==> src/rtl/nor_share_arbiter.sv <==
// Round-robin sequencer that time-shares one NOR gate among NUM_REQ requesters.
// Defining NOR_SHARE_STATS_EN adds the saturating op_count output.

module nor_gate (
  input  logic a,
  input  logic b,
  output logic y
);
  assign y = ~(a | b);
endmodule

module nor_share_chk #(
  parameter int NUM_REQ = 4,
  parameter int ID_W    = 2
) (
  input logic               clk,
  input logic               rst_n,
  input logic [NUM_REQ-1:0] req_ready,
  input logic               rsp_valid,
  input logic               rsp_ready,
  input logic               rsp_out,
  input logic [ID_W-1:0]    rsp_id
);
  // At most one requester is accepted per cycle
  a_grant_onehot: assert property (@(posedge clk) disable iff (!rst_n)
    $onehot0(req_ready));

  // No new grant while a response is outstanding
  a_no_grant_in_resp: assert property (@(posedge clk) disable iff (!rst_n)
    !((|req_ready) && rsp_valid));

  // A stalled response holds its payload
  a_rsp_stable: assert property (@(posedge clk) disable iff (!rst_n)
    (rsp_valid && !rsp_ready) |=> (rsp_valid && $stable(rsp_out) && $stable(rsp_id)));
endmodule

module nor_share_arbiter #(
  parameter int NUM_REQ = 4,
  parameter int ID_W    = 2
) (
  input  logic               clk,
  input  logic               rst_n,
  input  logic [NUM_REQ-1:0] req_valid,
  input  logic [NUM_REQ-1:0] req_in0,
  input  logic [NUM_REQ-1:0] req_in1,
  output logic [NUM_REQ-1:0] req_ready,
  output logic               rsp_valid,
  input  logic               rsp_ready,
  output logic               rsp_out,
  output logic [ID_W-1:0]    rsp_id
`ifdef NOR_SHARE_STATS_EN
  ,
  output logic [15:0]        op_count
`endif
);

  typedef enum logic [1:0] {
    IDLE = 2'd0,
    EVAL = 2'd1,
    RESP = 2'd2
  } state_t;

  state_t          state_r;
  logic            op_a_r;
  logic            op_b_r;
  logic            res_r;
  logic            rsp_valid_r;
  logic [ID_W-1:0] gnt_id_r;
  logic [ID_W-1:0] rsp_id_r;
  logic [ID_W-1:0] last_r;
  logic [ID_W:0]   pick_s;
  logic            gate_y_s;

  // Returns {found, index}: first valid requester after 'last', wrapping.
  // Scanning from the far end lets the nearest candidate overwrite the rest.
  function automatic logic [ID_W:0] rr_pick(input logic [NUM_REQ-1:0] valid,
                                            input logic [ID_W-1:0]    last);
    logic [ID_W:0] pick;
    int            idx;
    pick = {(ID_W+1){1'b0}};
    for (int k = NUM_REQ; k >= 1; k--) begin
      idx = (int'(last) + k) % NUM_REQ;
      if (valid[idx]) begin
        pick = {1'b1, idx[ID_W-1:0]};
      end else begin
        pick = pick;
      end
    end
    return pick;
  endfunction

  // Round-robin winner selection
  always_comb begin
    pick_s = rr_pick(req_valid, last_r);
  end

  // Grant is combinational and only offered while idle
  always_comb begin
    req_ready = {NUM_REQ{1'b0}};
    if (state_r == IDLE && pick_s[ID_W]) begin
      req_ready = {{(NUM_REQ-1){1'b0}}, 1'b1} << pick_s[ID_W-1:0];
    end else begin
      req_ready = {NUM_REQ{1'b0}};
    end
  end

  nor_gate u_nor (
    .a (op_a_r),
    .b (op_b_r),
    .y (gate_y_s)
  );

  // Sequencer: accept, evaluate, hold response until consumed
  always_ff @(posedge clk or negedge rst_n) begin
    if (!rst_n) begin
      state_r     <= IDLE;
      op_a_r      <= 1'b0;
      op_b_r      <= 1'b0;
      res_r       <= 1'b0;
      rsp_valid_r <= 1'b0;
      gnt_id_r    <= {ID_W{1'b0}};
      rsp_id_r    <= {ID_W{1'b0}};
      last_r      <= ID_W'(NUM_REQ - 1);
    end else begin
      case (state_r)
        IDLE: begin
          if (pick_s[ID_W]) begin
            op_a_r   <= req_in0[pick_s[ID_W-1:0]];
            op_b_r   <= req_in1[pick_s[ID_W-1:0]];
            gnt_id_r <= pick_s[ID_W-1:0];
            last_r   <= pick_s[ID_W-1:0];
            state_r  <= EVAL;
          end else begin
            state_r  <= IDLE;
          end
        end
        EVAL: begin
          res_r       <= gate_y_s;
          rsp_id_r    <= gnt_id_r;
          rsp_valid_r <= 1'b1;
          state_r     <= RESP;
        end
        RESP: begin
          if (rsp_ready) begin
            rsp_valid_r <= 1'b0;
            state_r     <= IDLE;
          end else begin
            state_r     <= RESP;
          end
        end
        default: begin
          rsp_valid_r <= 1'b0;
          state_r     <= IDLE;
        end
      endcase
    end
  end

  assign rsp_valid = rsp_valid_r;
  assign rsp_out   = res_r;
  assign rsp_id    = rsp_id_r;

`ifdef NOR_SHARE_STATS_EN
  logic [15:0] op_count_r;

  // Completed-handshake counter, saturating at all-ones
  always_ff @(posedge clk or negedge rst_n) begin
    if (!rst_n) begin
      op_count_r <= 16'h0000;
    end else if (rsp_valid_r && rsp_ready && (op_count_r != 16'hFFFF)) begin
      op_count_r <= op_count_r + 16'h0001;
    end else begin
      op_count_r <= op_count_r;
    end
  end

  assign op_count = op_count_r;
`endif

  nor_share_chk #(
    .NUM_REQ (NUM_REQ),
    .ID_W    (ID_W)
  ) u_chk (
    .clk       (clk),
    .rst_n     (rst_n),
    .req_ready (req_ready),
    .rsp_valid (rsp_valid),
    .rsp_ready (rsp_ready),
    .rsp_out   (rsp_out),
    .rsp_id    (rsp_id)
  );

endmodule

==> config.mk <==
export PLATFORM = sky130hd
export DESIGN_NAME = nor_share_arbiter
export DESIGN_NICKNAME = d
export VERILOG_FILES = /design/src/rtl/nor_share_arbiter.sv
export SDC_FILE = /design/constraint.sdc
export NUM_CORES = 1
export LEC_CHECK = 0
export BUFFER_PORTS_ARGS = -buffer_cell sky130_fd_sc_hd__buf_4
export CORE_MARGIN = 2
export CORE_UTILIZATION = 43
export CTS_CLUSTER_DIAMETER = 200
export DETAILED_ROUTE_END_ITERATION = 12
export GPL_ROUTABILITY_DRIVEN = 1
export PLACE_DENSITY = 0.81
export REMOVE_ABC_BUFFERS = 1
export SLEW_MARGIN = 20
export SYNTH_ARGS = -nofsm -noshare
export SYNTH_HDL_FRONTEND = slang
export SYNTH_SLANG_ARGS = --single-unit
export TNS_END_PERCENT = 1
==> constraint.sdc <==
create_clock -name clk -period 1.61 [get_ports clk]
set_clock_uncertainty 0.2 [all_clocks]
set_input_delay 0.322 -clock clk [delete_from_list [all_inputs] [get_ports clk]]
set_output_delay 0.322 -clock clk [all_outputs]
set_load 0.05 [all_outputs]
Word-level counts from Yosys, hierarchy flattened

Cells that the tools add are included.
W data, S select, Z words.

Add/subtract/negate cells: 4
$mul: 0
Div/mod/pow operators: 0
$lt $le $gt $ge: 5
Equal/unequal tests: 3
Shift-type cells: 1
Mux-type cells: 26
Bitwise gates (word level): 7
Reduce and logical (&&, ||, !) cells: 8

Operator list:

| operator              | count |
|---|---|
| $lt A3 B4 Y1 const B  | 4 |
| $bmux W1 S2           | 6 |
| $mux W1               | 12 |
| $mux W3               | 4 |
| $reduce_or A2 Y1      | 4 |
| $pmux W2 S3           | 1 |
| $add A2 B1 Y2 const B | 2 |
| $add A2 B2 Y2 const B | 2 |
| $and A1 B1 Y1 const A | 4 |
| $mux W4               | 1 |
| $reduce_and A2 Y1     | 2 |
| $shl A1 B2 Y4 const A | 1 |
| $lt A2 B3 Y1 const B  | 1 |
| $pmux W1 S3           | 1 |
| $eq A2 B1 Y1 const B  | 1 |
| $eq A2 B2 Y1 const B  | 1 |
| $logic_not A2 Y1      | 1 |
| $mux W2               | 1 |
| $ne A2 B2 Y1 const B  | 1 |
| $not A1 Y1            | 2 |
| $logic_and A1 B1 Y1   | 1 |
| $or A1 B1 Y1          | 1 |

Bits in registers: 12
Latch bits: 0
Bits in writable memories: 0
Memory bits (read-only): 0
Output and inout bits: 8
Logic and storage cells: 62
Memories kept: 0

Depth between registers and ports, before layout

Gate-level depths: netlist (run 1).

Word-level depth: 12
Mapped depth: 5
Depth with buffers taken out: 5

Cells and area by module

Synthesis (run 1) repeated with hierarchy kept, for this count alone.

Cells, all modules: 67
Area, all modules: 690.7 µm²

By module, submodules not included:

| module            | instances | cells each | area each (µm²) |
|---|---|---|---|
| nor_share_arbiter | 1         | 66         | 686.9 |
| nor_gate          | 1         | 1          | 3.8 |

Worst setup path after synthesis (run 1)

No wires, ideal clock.

Path type: flip-flop to output port
From: register last_r[0]
To: output port req_ready[2]
Arrival time: 1.831 ns
Data required time: 1.088 ns
Setup slack: -0.743 ns
Stages on the path, launching flop included: 6
Path buffers: 0
Cell sequence: dfstp_2 > nand2b_1 > nand2b_1 > a21oi_1 > nand2_2 > nor2_1

Word-level cells in the longest chain between the ends: 10
Elaborated cells on any way between the ends: 23
Classes of those cells: 4 x add/sub; 1 x shift; 17 x mux; 1 x reduce/logical

RTL lines:

| element                                              | RTL line | RTL |
|---|---|---|
| start, declared                                      | 70       | `logic [ID_W-1:0] last_r;` |
| start signal, assigned                               | 123      | `last_r <= ID_W'(NUM_REQ - 1);` |
| start signal, assigned                               | 131      | `last_r <= pick_s[ID_W-1:0];` |
| $add A2 B1 Y2                                        | 82       | `idx = (int'(last) + k) % NUM_REQ;` |
| $bmux W1 S2                                          | 83       | `if (valid[idx]) begin` |
| $mux W1 (implied by the code) (2 in series)          | 83       |  |
| $mux W3 (3 in series)                                | 83       |  |
| $mux W3 (*)                                          | 83       |  |
| $shl A1 B2 Y4 or $logic_and A1 B1 Y1 (tied branches) | 101, 100 |  |
| $mux W4 (*)                                          | 100      | `if (state_r == IDLE && pick_s[ID_W]) begin` |
| end, declared                                        | 46       | `output logic [NUM_REQ-1:0] req_ready,` |

Mark *: on every way between the ends. The rest lies on a longest branch, timed or not. The select of a mux whose other input is x is not followed.

Worst setup path after layout (run 1)

From: register last_r[0]
To: output port req_ready[0]

The elaborated chain is that of the path after synthesis.

==> flow_summary_export.csv, run 1 <==
group,metric,value,unit
floorplanning,coreArea,0.00151,mm²
placed_design,placed_area,990,µm²
job,maxCapViolCount,0,
worst_setup_path,critical_path_required,1.09,ns
floorplanning,fp.dieH,44.0,µm
logic_synthesis,synthDistinctLibCells,23,
clocking,clk_latency,0.27,ns
grt,grt_pass1_vias,646,
grt,track_usage,19.1,%
worst_setup_path,worst-path-max-fanout,4,
final_layout,fin_area,0.00111,mm²
final_layout,n_antenna_cell,0,
detailed_routing,postRouteAntennaNets,0,
grt,overflow,0,
final_layout,seqCellArea,303,µm²
min_path,hold_class,"in2reg",
status,failed_checks,"negative setup slack",
placed_design,io_buffer_count,22,
detailed_routing,wl,1690,µm
timing,worstMarginPinSlew,0.263,ns
clocking,clkTransAtPathRegs,0.08,ns
detailed_routing,viasPerCell,5.27,
worst_setup_path,cp-startpoint,"last_r[0]$_DFFE_PN1P_",
final_layout,fin_util,73.8,%
timing,tns,-3.17,ns
placed_design,post-dp-hpwl,1310,µm
placed_design,gp_congestion,0.796,
floorplanning,pin_count,23,
worst_setup_path,critPathCapture,"req_ready[0]",
final_layout,fillers,97,
power_and_ir_drop,irDropWorstVdd,1.15,mV
power_and_ir_drop,cellLeakagePower,0.538,nW
timing,max_freq,450,MHz
grt,antenna_found_initial,0,
timing,setup_violations,8,
final_layout,drive_above_1_share,60.6,%
detailed_routing,drc,0,
clocking,root_buffer,"clkbuf_4",
logic_synthesis,synth_seq_cells,12,
placed_design,dp_cells,119,
final_layout,area_growth,61.9,%
timing,rsz0062_at_grt,"yes",
floorplanning,die-area,0.00193,mm²
logic_synthesis,yosysWarnings,0,
clocking,cts-buffers-inserted,3,
worst_setup_path,r2r-start,"last_r[0]$_DFFE_PN1P_",
status,status,"complete, but fails checks",
timing,slew_headroom,82.3,%
power_and_ir_drop,power_density,2040,mW/mm²
detailed_routing,vias,659,
clocking,cts.htree.levels,1,
timing,final-hold-violation-count,0,
floorplanning,die_x,44.0,µm
detailed_routing,first_pass_iters,4,
logic_synthesis,syn_inst,67,
timing,fin_ws,-0.612,ns
worst_setup_path,critPathCaptureType,"output pin",
final_layout,finalNonFillerCells,125,
timing,fin_crit,2.22,ns
grt,grt_pass1_wl,2710,µm
worst_setup_path,cp-start-kind,"register",
timing,period_share,138,%
logic_synthesis,synthesis.area,687,µm²
timing,maxSlewViolCount,0,
clocking,numClockSinks,12,
floorplanning,rows,14,
detailed_routing,drtIter0Drc,13,
final_layout,nets,125,
logic_synthesis,avgSynthCellArea,10.3,µm²
worst_setup_path,r2r_cells,7,
worst_setup_path,arrival,1.70,ns
grt,grt_max_degree,13,
worst_setup_path,timing.rr.end,"op_a_r$_DFFE_PN0P_",
logic_synthesis,synth-seq-area-share,44.1,%
clocking,cts_tree,"built",
clocking,clk_path_buf_depth,2,
floorplanning,start_util,45.6,%
worst_setup_path,worstSetupPathType,"reg2out",
worst_setup_path,reg2reg_slack,-0.29,ns
detailed_routing,routedWlPerCell,13.5,µm
final_layout,multi_input_area,423,µm²
[worst min path at each step]
stage,startpoint,end,slack (ns),depth (start not counted)
6_report,rsp_ready,state_r[1]$_DFF_PN0_,0.1,4
4_1_cts,rsp_ready,state_r[1]$_DFF_PN0_,0.10,4
3_3_place_gp,rst_n,rsp_valid$_DFFE_PN0P_,-0.04,1
5_1_grt,rsp_ready,state_r[1]$_DFF_PN0_,0.14,4
3_5_place_dp,rst_n,state_r[1]$_DFF_PN0_,-0.03,1
2_1_floorplan,rst_n,gnt_id_r[0]$_DFFE_PN0P_,-0.17,0
[power breakdown]
| part | internal, W | switching (W) | leakage (nW) |
|---|---|---|---|
| clock | 0.000137 | 0.000102 | 0.0210 |
| combinational | 0.000671 | 0.000784 | 0.376 |
| sequential | 0.000472 | 0.000102 | 0.142 |
[area by class of cell]
class | count | area share (%)
Clock buffer | 4 | 3.26
Inverter | 2 | 0.675
Tap cell | 16 | 1.80
Multi-Input combinational cell | 53 | 38.0
Timing Repair Buffer | 38 | 29.0
Sequential cell | 12 | 27.2
[cells in the final DEF (no fill, tap or decap), drive strengths merged]
| cell | n |
|---|---|
| a211o | 3 |
| a21o | 1 |
| a21oi | 2 |
| buf | 37 |
| clkbuf | 4 |
| clkinv | 1 |
| dfrtp | 10 |
| dfstp | 2 |
| dlygate4sd3 | 1 |
| inv | 1 |
| mux2 | 2 |
| mux2i | 2 |
| nand2 | 11 |
| nand2b | 5 |
| nand4 | 2 |
| nor2 | 8 |
| nor2b | 2 |
| nor3 | 1 |
| o211ai | 2 |
| o21a | 5 |
| o21ai | 4 |
| o31ai | 3 |
[worst max-delay path: stages (launching register included)]
cell and delay, ns:
dfstp_2 0.58, nor2b_4 0.06, o21ai_2 0.15, a21oi_2 0.07, buf_4 0.15, nand2b_4 0.15, nor2_2 0.09, buf_6 0.16
[per-stage QoR]
step | hold slack (ns) | setup slack, ns | power (W)
after floorplan | -0.174 | -0.743 | 0.00136
after global placement | -0.0368 | -0.284 | 0.00182
after detailed placement | -0.0323 | -0.341 | 0.00187
after CTS | 0.104 | -0.594 | 0.00220
after global routing | 0.142 | -0.668 | 0.00239
final | 0.0993 | -0.612 | 0.00227
[state kept, by name, summed over array words and instances, names as in the netlist]
register	count
state_r	2
rsp_out	1
rsp_id	2
gnt_id_r	2
last_r	2
op_b_r	1
op_a_r	1
rsp_valid	1
[kinds of logic after synthesis]
group	share of synthesized area [%]
mux	6.19
simple gates	23.5
buf+inv	1.09
flops	44.1
compound gates	25.1
[metal layers]
| layer | routed length (µm) | vias up | global-route usage [%] |
|---|---|---|---|
| met2 | 904 | 18 | 34.1 |
| met4 | 25 | 0 | 9.09 |
| met5 | 0 | - | 0 |
| met3 | 72 | 4 | 2.50 |
| li1 | - | 321 | - |
| met1 | 684 | 316 | 22.1 |
[cell usage after synthesis (all sizes together)]
master	number	share of area, %
mux2	2	3.3
clkinv	1	0.55
nand2b	5	4.6
o21ai	4	2.9
a211o	3	4.4
nor2b	2	4.0
o211ai	2	3.6
nor2	8	4.4
mux2i	2	2.9
o31ai	3	3.3
inv	1	0.55
nor3	1	2.4
nand4	2	1.8
a21oi	2	3.1
nand2	11	6.4
a21o	1	1.1
o21a	5	6.7
dfstp	2	7.7
dfrtp	10	36
[what timing repair did]
action                                  in CTS  in global routing
resized for setup                           10                  8
endpoints found under the setup margin       8                 10
buffers inserted                             0                  1
pin swaps                                    3                  2
hold buffers                                 1                  0
endpoints found under the hold margin       12                  0
Power figures use the tool's default switching activity.
==> inputs of run 2 (changes only) <==
BUFFER_PORTS_ARGS = default   (was -buffer_cell sky130_fd_sc_hd__buf_4)
CORE_UTILIZATION = 49   (was 43)
DONT_BUFFER_PORTS = 1   (was default)
PLACE_DENSITY = 0.74   (was 0.81)
==> run 2 against run 1 <==
Effect of this change: total power fell by 7.1%; register-to-register slack hardly changed; non-clock buffer count decreased by 19; die area fell by 11%; worst setup slack improved by 0.031 ns; sequential power up 32%; fmax increased by 1.4%; count of clock-buffer cells in the layout shrank 1; clock power shrank 27%; via count shrank 9.4%; utilization is 0.66 points lower; the run still ends with negative setup slack left; critical endpoint is now req_ready[2]; global-route usage is 1.7 points higher; highest routed layer unchanged.
==> flow_summary_export.csv, run 2 (synthesis results as in run 1) <==
group,metric,value,unit
status,status,"complete, but fails checks",
status,failed_checks,"negative setup slack",
placed_design,placed_area,818,µm²
floorplanning,rows,13,
grt,grt_pass1_vias,649,
worst_setup_path,critPathCaptureType,"output pin",
placed_design,dp_cells,97,
worst_setup_path,crit_buf_inv,1,
placed_design,gp_congestion,0.777,
detailed_routing,first_pass_iters,3,
detailed_routing,vias,597,
clocking,cts-buffers-inserted,3,
worst_setup_path,arrival,1.67,ns
timing,slew_headroom,64.5,%
worst_setup_path,cpPeakStageDelay,0.57,ns
worst_setup_path,worst-path-max-fanout,3,
grt,grt_max_degree,13,
detailed_routing,routedWlPerCell,15.5,µm
final_layout,nets,106,
timing,maxSlewViolCount,0,
power_and_ir_drop,p_int,0.00114,W
power_and_ir_drop,pwr-share-clk,8.3,%
clocking,cts_tree,"built",
final_layout,final_common_cell,"buf_4",
floorplanning,die_x,41.4,µm
placed_design,io_buffer_count,0,
timing,max_freq,456,MHz
floorplanning,die-area,0.00172,mm²
final_layout,area_growth,38.6,%
floorplanning,fp.dieH,41.4,µm
worst_setup_path,critPathSlowestCell,"dfstp_2",
grt,track_usage,20.7,%
timing,period_share,136,%
clocking,clkTransAtPathRegs,0.07,ns
worst_setup_path,cpMostUsedCell,"nand2b_4",
timing,rsz0062_at_grt,"yes",
final_layout,finalNonFillerCells,104,
timing,worstMarginPinSlew,0.531,ns
final_layout,final_cell_mix,"buf_4, dfrtp_1, nand2_1, buf_6, nor2_1",
power_and_ir_drop,power_density,2210,mW/mm²
timing,setup_violations,10,
power_and_ir_drop,irDropWorstVdd,1.16,mV
timing,final-hold-violation-count,0,
final_layout,n_antenna_cell,0,
final_layout,fin_area,952,µm²
timing,fin_crit,2.19,ns
placed_design,post-dp-hpwl,1130,µm
clocking,clk_path_buf_depth,2,
power_and_ir_drop,switching_share,45.9,%
floorplanning,pin_count,23,
final_layout,multi_input_area,429,µm²
power_and_ir_drop,p_seq_share,35.9,%
clocking,root_buffer,"clkbuf_4",
grt,antenna_found_initial,0,
worst_setup_path,cp-start-kind,"register",
worst_setup_path,path_cells,"nand2b_4 > nand2b_4 > a21oi_4 > nand2_2 > nor2_4 > buf_6",
floorplanning,coreArea,0.00130,mm²
worst_setup_path,crit_family,"flip-flops",
final_layout,fillers,88,
grt,overflow,0,
final_layout,seqCellArea,303,µm²
clocking,cts.htree.levels,1,
min_path,hold_class,"in2reg",
grt,grt_pass1_wl,2790,µm
worst_setup_path,worstSetupPathType,"reg2out",
clocking,clk_latency,0.27,ns
final_layout,fin_util,73.2,%
detailed_routing,drc,0,
clocking,numClockSinks,12,
job,maxCapViolCount,0,
detailed_routing,drtIter0Drc,10,
detailed_routing,wl,1620,µm
power_and_ir_drop,p_sw,0.000967,W
power_and_ir_drop,cellLeakagePower,0.436,nW
final_layout,drive_above_1_share,52.8,%
power_and_ir_drop,p_comb_share,55.8,%
detailed_routing,viasPerCell,5.74,
detailed_routing,postRouteAntennaNets,0,
worst_setup_path,critical_path_required,1.09,ns
floorplanning,start_util,52.8,%
timing,fin_ws,-0.581,ns
-- run 2: path summary, 6_finish.rpt --
path	from	end	slack, ns	cells past startpoint
worst min register to register	op_a_r$_DFFE_PN0P_	rsp_out$_DFFE_PN0P_	0.27	1
worst max-delay path	last_r[0]$_DFFE_PN1P_	req_ready[2]	-0.58	6
worst min-delay path	rsp_ready	state_r[1]$_DFF_PN0_	0.01	3
min in group asynchronous	rst_n	state_r[1]$_DFF_PN0_	0.27	1
max in group asynchronous	rst_n	last_r[1]$_DFFE_PN1P_	0.57	1
worst max register to register	last_r[0]$_DFFE_PN1P_	op_a_r$_DFFE_PN0P_	-0.30	7
-- run 2: metal layers --
layer / vias up / track usage (%) / routed length (µm)
li1: 287 / - / -
met1: 289 / 21.7 / 624
met2: 17 / 37.5 / 911
met3: 4 / 6.96 / 65
met4: 0 / 8.39 / 14
met5: - / 0 / 0
-- run 2: power by group through the flow --
stage / clock, W / sequential (W) / combinational (W)
6_report: 0.000175 / 0.000757 / 0.00117
5_1_grt: 0.000200 / 0.000774 / 0.00127
4_1_cts: 0.000182 / 0.000754 / 0.00108
3_5_place_dp: 0 / 0.000759 / 0.000930
3_3_place_gp: 0 / 0.000749 / 0.000914
2_1_floorplan: 0 / 0.000742 / 0.000614
-- run 2: final cells by class --
cell class / count / share of cell area (%)
clock buffers: 3 / 2.37
inverters: 2 / 0.788
multi-input cells: 53 / 45.1
flip-flops and latches: 12 / 31.8
well taps: 15 / 1.97
repair buffers: 19 / 18.0
-- run 2: worst min-delay path, cell delays in order --
cell,delay [ns]
nor2_1,0.02
nand2_1,0.05
nand2_1,0.05
-- run 2: stage by stage --
| step | worst slack [ns] | hold WS, ns | total power (W) | setup TNS (ns) |
|---|---|---|---|---|
| finish | -0.581 | 0.0124 | 0.00211 | -3.41 |
| global route | -0.636 | 0.0305 | 0.00224 | -3.87 |
| CTS | -0.568 | 0.0156 | 0.00202 | -3.48 |
| detailed placement | -0.391 | -0.173 | 0.00169 | -2.25 |
| global placement | -0.330 | -0.173 | 0.00166 | -1.88 |
| floorplan | -0.743 | -0.174 | 0.00136 | -2.95 |
-- run 2: repair_timing --
| item | CTS | global route |
|---|---|---|
| gates resized for setup | 13 | 8 |
| pin swaps | 6 | 2 |
| hold buffers | 1 | 0 |
| setup buffers | 3 | 0 |
| endpoints found under the hold margin | 12 | 0 |
| setup endpoints to repair | 10 | 10 |
